File: src/rtl/mips_run_ctrl_pkg.sv
// Shared types and constants for the MIPS run-control block.
package mips_run_pkg;

  typedef enum logic [1:0] {
    IDLE       = 2'd0,
    RESET_HOLD = 2'd1,
    RUN        = 2'd2,
    DONE       = 2'd3
  } run_state_e;

  // beq $0,$0,-1 : the conventional "spin here forever" end of a test program
  localparam logic [31:0] MIPS_HALT_INSN = 32'h1000FFFF;

  // Run verdict; pass/timeout outputs are decoded from this
  localparam logic [1:0] VERDICT_NONE    = 2'd0;
  localparam logic [1:0] VERDICT_PASS    = 2'd1;
  localparam logic [1:0] VERDICT_FAIL    = 2'd2;
  localparam logic [1:0] VERDICT_TIMEOUT = 2'd3;

endpackage

File: src/rtl/mips_run_ctrl_halt_detect.sv
// Program-halt detector: counts consecutive commits that are either the halt
// opcode or a repeat of the previous commit PC (self-loop).
module mips_halt_detect
  import mips_run_pkg::*;
#(
  parameter int          AW          = 32,
  parameter int          HALT_REPEAT = 3,
  parameter logic [31:0] HALT_INSN   = MIPS_HALT_INSN
) (
  input  logic          clk_i,
  input  logic          rst_ni,
  input  logic          clr_i,
  input  logic          pc_valid_i,
  input  logic [AW-1:0] pc_i,
  input  logic [31:0]   instr_i,
  output logic          halt_o
);

  localparam int RW = $clog2(HALT_REPEAT + 1);

  logic [AW-1:0] last_pc_q;
  logic          last_vld_q;
  logic [RW-1:0] rpt_q;
  logic          qual;

  assign qual   = pc_valid_i && ((instr_i == HALT_INSN) || (last_vld_q && (pc_i == last_pc_q)));
  // Combinational so the top can sample the verdict in the same cycle
  assign halt_o = qual && (rpt_q == RW'(HALT_REPEAT - 1));

  // Track previous commit PC and the run of qualifying commits
  always_ff @(posedge clk_i or negedge rst_ni) begin
    if (!rst_ni) begin
      last_pc_q  <= '0;
      last_vld_q <= 1'b0;
      rpt_q      <= '0;
    end else if (clr_i) begin
      last_vld_q <= 1'b0;
      rpt_q      <= '0;
    end else if (pc_valid_i) begin
      last_pc_q  <= pc_i;
      last_vld_q <= 1'b1;
      rpt_q      <= qual ? rpt_q + RW'(1) : '0;
    end
  end

endmodule

File: src/rtl/mips_run_ctrl.sv
// Run-control and verdict block: holds the core in reset, runs it, watches
// for halt or watchdog expiry and reports pass/fail/timeout.
module mips_run_ctrl
  import mips_run_pkg::*;
#(
  parameter int          AW          = 32,
  parameter int          DW          = 32,
  parameter int          CW          = 32,
  parameter int          RST_CYCLES  = 4,
  parameter int          HALT_REPEAT = 3,
  parameter int          MAX_CYCLES  = 100000,
  parameter logic [31:0] HALT_INSN   = MIPS_HALT_INSN
) (
  input  logic          clk_i,
  input  logic          rst_ni,
  input  logic          start_i,
  input  logic          pc_valid_i,
  input  logic [AW-1:0] pc_i,
  input  logic [31:0]   instr_i,
  input  logic [DW-1:0] result_i,
  input  logic [DW-1:0] expect_i,
  output logic          core_rst_n_o,
  output logic          running_o,
  output logic          done_o,
  output logic          pass_o,
  output logic          timeout_o,
  output logic [CW-1:0] cycle_count_o,
  output logic [CW-1:0] retire_count_o
);

  run_state_e    state_q, state_d;
  logic [CW-1:0] hold_q, hold_d;
  logic [CW-1:0] cyc_q, cyc_d;
  logic [CW-1:0] ret_q, ret_d;
  logic [1:0]    verdict_q, verdict_d;
  logic          core_rst_n_q, running_q, done_q, pass_q, timeout_q;
  logic          run_commit, halt, hd_clr;

  // Commits only matter while the core is released and running
  assign run_commit = pc_valid_i && (state_q == RUN);

  mips_halt_detect #(
    .AW          (AW),
    .HALT_REPEAT (HALT_REPEAT),
    .HALT_INSN   (HALT_INSN)
  ) u_halt (
    .clk_i      (clk_i),
    .rst_ni     (rst_ni),
    .clr_i      (hd_clr),
    .pc_valid_i (run_commit),
    .pc_i       (pc_i),
    .instr_i    (instr_i),
    .halt_o     (halt)
  );

  // Next-state, counter and verdict logic
  always_comb begin
    state_d   = state_q;
    hold_d    = hold_q;
    cyc_d     = cyc_q;
    ret_d     = ret_q;
    verdict_d = verdict_q;
    hd_clr    = 1'b0;
    unique case (state_q)
      IDLE, DONE: begin
        if (start_i) begin
          state_d   = RESET_HOLD;
          hold_d    = '0;
          cyc_d     = '0;
          ret_d     = '0;
          verdict_d = VERDICT_NONE;
          hd_clr    = 1'b1;
        end
      end
      RESET_HOLD: begin
        hold_d = hold_q + CW'(1);
        if (hold_q == CW'(RST_CYCLES - 1)) state_d = RUN;
      end
      RUN: begin
        if (cyc_q != '1) cyc_d = cyc_q + CW'(1);
        if (pc_valid_i && (ret_q != '1)) ret_d = ret_q + CW'(1);
        // Halt takes priority over a coincident watchdog expiry
        if (halt) begin
          state_d   = DONE;
          verdict_d = (result_i == expect_i) ? VERDICT_PASS : VERDICT_FAIL;
        end else if (cyc_q == CW'(MAX_CYCLES - 1)) begin
          state_d   = DONE;
          verdict_d = VERDICT_TIMEOUT;
        end
      end
      default: state_d = IDLE;
    endcase
  end

  // State and registered outputs, all derived from next state
  always_ff @(posedge clk_i or negedge rst_ni) begin
    if (!rst_ni) begin
      state_q      <= IDLE;
      hold_q       <= '0;
      cyc_q        <= '0;
      ret_q        <= '0;
      verdict_q    <= VERDICT_NONE;
      core_rst_n_q <= 1'b0;
      running_q    <= 1'b0;
      done_q       <= 1'b0;
      pass_q       <= 1'b0;
      timeout_q    <= 1'b0;
    end else begin
      state_q      <= state_d;
      hold_q       <= hold_d;
      cyc_q        <= cyc_d;
      ret_q        <= ret_d;
      verdict_q    <= verdict_d;
      core_rst_n_q <= (state_d == RUN) || (state_d == DONE);
      running_q    <= (state_d == RUN);
      done_q       <= (state_d == DONE);
      pass_q       <= (verdict_d == VERDICT_PASS);
      timeout_q    <= (verdict_d == VERDICT_TIMEOUT);
    end
  end

  assign core_rst_n_o   = core_rst_n_q;
  assign running_o      = running_q;
  assign done_o         = done_q;
  assign pass_o         = pass_q;
  assign timeout_o      = timeout_q;
  assign cycle_count_o  = cyc_q;
  assign retire_count_o = ret_q;

endmodule

File: config.mk
export PLATFORM = sky130hd
export DESIGN_NAME = mips_run_ctrl
export DESIGN_NICKNAME = d
export VERILOG_FILES = /design/src/rtl/mips_run_ctrl_pkg.sv /design/src/rtl/mips_run_ctrl_halt_detect.sv /design/src/rtl/mips_run_ctrl.sv
export SDC_FILE = /design/constraint.sdc
export NUM_CORES = 1
export LEC_CHECK = 0
export ABC_AREA = 1
export BUFFER_PORTS_ARGS = -buffer_cell sky130_fd_sc_hd__buf_4
export CORE_MARGIN = 2
export CORE_UTILIZATION = 45
export CTS_CLUSTER_DIAMETER = 80
export CTS_CLUSTER_SIZE = 28
export DETAILED_ROUTE_END_ITERATION = 10
export GPL_TIMING_DRIVEN = 1
export PLACE_DENSITY = 0.76
export SLEW_MARGIN = 20
export SYNTH_ARGS = -nofsm -noshare
export SYNTH_HDL_FRONTEND = slang
export SYNTH_HIERARCHICAL = 1
export SYNTH_SLANG_ARGS = --single-unit
File: constraint.sdc
create_clock -name clk_i -period 7 [get_ports clk_i]
set_input_delay 0.35 -clock clk_i [delete_from_list [all_inputs] [get_ports clk_i]]
set_output_delay 0.35 -clock clk_i [all_outputs]
set_load 0.005 [all_outputs]
==> qor.txt <==
# port buffers: 200
Row count: 54
Initial Utilization: 0.4588
WL per Instance: 14.39 um
CP arrival: 3.13 ns
Largest net degree at the start of global routing: 81
Worst Tran Pin Value: 1.025 ns
Worst Path Max Fanout: 50
Mapped cell area: 10,040 um2
Initial antenna violation count: 0
CP max stage delay: 0.84 ns
Ys flop type: dfrtp_1
Pwr Density: 241.0 nW/um2
Slew margin rel.: 0.3166
Core area: 21,890 um2
Nature of the critical path startpoint: flip-flop
GPL Wtd Cong: 0.9304
Routed Antenna Nets: 0
Nets: 1,901
Clock Skews: 0.009586 ns
Cell taking the most area after synthesis: dfrtp_1
DRT Pass-1 Iters: 5
Iteration-0 DRC Markers: 800
Drt drc: 0
Vias in the first global route: 9,996
Post-Route WL: 29,580 um
# hold bufs at CTS: 0
Die Wd: 153.4 um
Area fraction of the dominant cell type after synthesis: 0.3463
Distinct cells, synth: 45
Status: finished, violations left
H-Tree Depth: 4
Final hold vios: 45
Placed cell count: 2,024
Post-DP HPWL: 22,990 um
Post-Syn Nets: 1,712
Fillcell total: 2,166
CTS sink count: 139
Worst vdd ir: 0.2664 mV
GRT met2 Usage: 0.4099
Crit. End Element: flip-flop
Final cell count without fillers: 2,056
Layout area overhead: 23.63%
Max-Cap Viols: 0
Crit path time final: 2.802 ns
Max Transition Viols Final: 0
Post-synth EDFFs: 0
Hold WS: -0.03081 ns
GRT Total Usage: 0.2494
Met3 Usage GRT: 0.04196
Die ar.: 23,530 um2
Worst Setup Path Type: flip-flop to flip-flop
Vias per cell: 5.144
Post-synth ARST share: 1.000
Crit-path cells: inv_1, ha_2, nand2_1, inv_1, nand2_1, nor2_1, nand2_1, nor2_1, nand2_1, nor3_1, nand3_1, nand2_1, nand2_1, nand2_1, inv_1
Via count: 10,580
Mean post-synth cell area: 6.382 um2
Required @ worst endpoint: 7.33 ns
Global Route met1 Usage: 0.3419
F_max: 0.3568 GHz
Top cells by area, synth: dfrtp_1, nand2_1, inv_1
Reg clk slew, reported paths: 0.06 ns
Highest-delay cell along the critical path: ha_2
Diode count: 0
P_leak: 6.039 nW
Min-Delay Path Class: primary input to async pin
Most numerous cell on the critical path: nand2_1
Synth Warn #: 6
RSZ-0062 raised after global routing: false
Period utilization: 0.4004
Final WS setup: 4.198 ns
Setup Viol. Count Final: 0
I/O pin total: 201
GR Overflow Total: 0
Total CTS buffers: 17
CTS tree: built
First-pass GRT wire length: 48,120 um
Share of layout cells above drive strength 1: 0.1616
Die Y: 153.4 um
Synth Register Bits: 139
Bufs on Longest Clock Path: 2
CTS root buf: clkbuf_16
Setup TNS: 0 ns
Failing checks: hold timing
CP Buf/Inv Count: 3
Place WS: 4.034 ns
Post-Syn Instances: 1,574
Worst-Skew Late Latency: 0.43 ns
Seq/Total Area, Yosys: 0.3463
CP top delay family: simple AND/OR/NAND/NOR gates
Cts repair resizes: 0
Post-CTS setup buffer count: 0
GRT busiest layer: met2
through the flow:
step	hold WS (ns)	power [mW]	utilization	instance area [um2]
final	-0.03081	2.992	0.5673	12420
after global routing	0.03260	3.178	0.5673	12420
after CTS	0.001314	2.991	0.5669	12410
after detailed placement	0.4558	1.942	0.5357	11730
after global placement	0.4603	1.908	0.5357	11730
after floorplan	0.05441	1.725	-	10040
cell families after synthesis:
family / synth area share
and+or+nand+nor: 0.4203
xor gates and xnor gates: 0.03749
AOI/OAI and AO/OA: 0.08022
DFF: 0.3463
muxes: 0.008969
adders and majority gates: 0.007474
buffers and inverters: 0.09928
final cells by class:
class | count | area [um2] | area share
tap | 280 | 350.3 | 0.02821
sequential | 139 | 3478 | 0.2801
inverter | 217 | 814.5 | 0.06559
timing repair buffer | 201 | 1513 | 0.1218
clock buffer | 19 | 442.9 | 0.03567
clock inverter | 13 | 239.0 | 0.01924
multi-input combinational | 1187 | 5580 | 0.4494
flip-flops by register name, indices dropped and copies added (netlist names):
signal,flops
running_o,1
state_q,1
cycle_count_o,32
timeout_o,1
u_halt/last_vld_q,1
hold_q,32
retire_count_o,32
core_rst_n_o,1
done_o,1
verdict_q,2
u_halt/last_pc_q,32
u_halt/rpt_q,2
pass_o,1
cells in the mapped netlist, types with 2 or more instances:
| library cell | number |
|---|---|
| nand2_1 | 525 |
| inv_1 | 214 |
| nor2_1 | 195 |
| dfrtp_1 | 139 |
| nand3_1 | 101 |
| o21ai_0 | 94 |
| nor3_1 | 54 |
| nand4_1 | 43 |
| a21oi_1 | 26 |
| xnor2_1 | 22 |
| xor2_1 | 21 |
| or2_2 | 14 |
| clkbuf_1 | 13 |
| o21ai_1 | 13 |
| nand3b_1 | 11 |
| nor4_1 | 10 |
| o21ai_2 | 8 |
| nor2_2 | 7 |
| buf_4 | 6 |
| ha_1 | 6 |
| mux2_4 | 6 |
| buf_6 | 5 |
| buf_2 | 4 |
| nand2_2 | 4 |
| nand3_2 | 4 |
| nor3b_1 | 4 |
| inv_2 | 3 |
| a211oi_1 | 2 |
| a21o_1 | 2 |
| buf_1 | 2 |
| nand2_4 | 2 |
routing by layer:
metal / wire, um / share of wire
met3: 1771 / 0.060
met4: 561 / 0.019
met5: 0 / 0
met1: 13440 / 0.45
met2: 13810 / 0.47
path summary, 6_finish.rpt:
check | start | end | slack, ns | depth (start not counted)
max | state_q[0]$_DFF_PN0_ | timeout_o$_DFF_PN0_ | 4.20 | 15
min | rst_ni | cycle_count_o[9]$_DFFE_PN0P_ | -0.03 | 1
max reg2reg | state_q[0]$_DFF_PN0_ | timeout_o$_DFF_PN0_ | 4.20 | 15
min reg2reg | u_halt/rpt_q[1]$_DFFE_PN0P_ | u_halt/rpt_q[1]$_DFFE_PN0P_ | 0.51 | 2
max in group asynchronous | rst_ni | hold_q[11]$_DFFE_PN0P_ | 5.76 | 2
min in group clk_i | pc_i[12] | u_halt/last_pc_q[12]$_DFFE_PN0P_ | 0.17 | 2
cell usage in the layout, fill, tap and decap left out, types with 15 or more instances in the layout:
cell and n:
dfrtp_1 139, clkbuf_16 17, o21ai_0 94, or2_2 15
nor3_1 54, nand3_1 101, xor2_1 21, xnor2_1 22
inv_1 214, nor2_1 195, nand2_1 525, nand4_1 43
a21oi_1 26, buf_4 200
worst reg2reg max path: cells and delay by family (launching register included):
kind          cells  cell delay, ns
simple gates     11            1.26
flops             1            0.40
buf+inv           3            0.22
fa+ha+maj         1            0.84
power breakdown:
part,switching (mW),internal (mW)
sequential,0.104,0.923
combinational,0.617,0.299
clock,0.367,0.681
No activity file was read; power rests on OpenSTA's default activity.
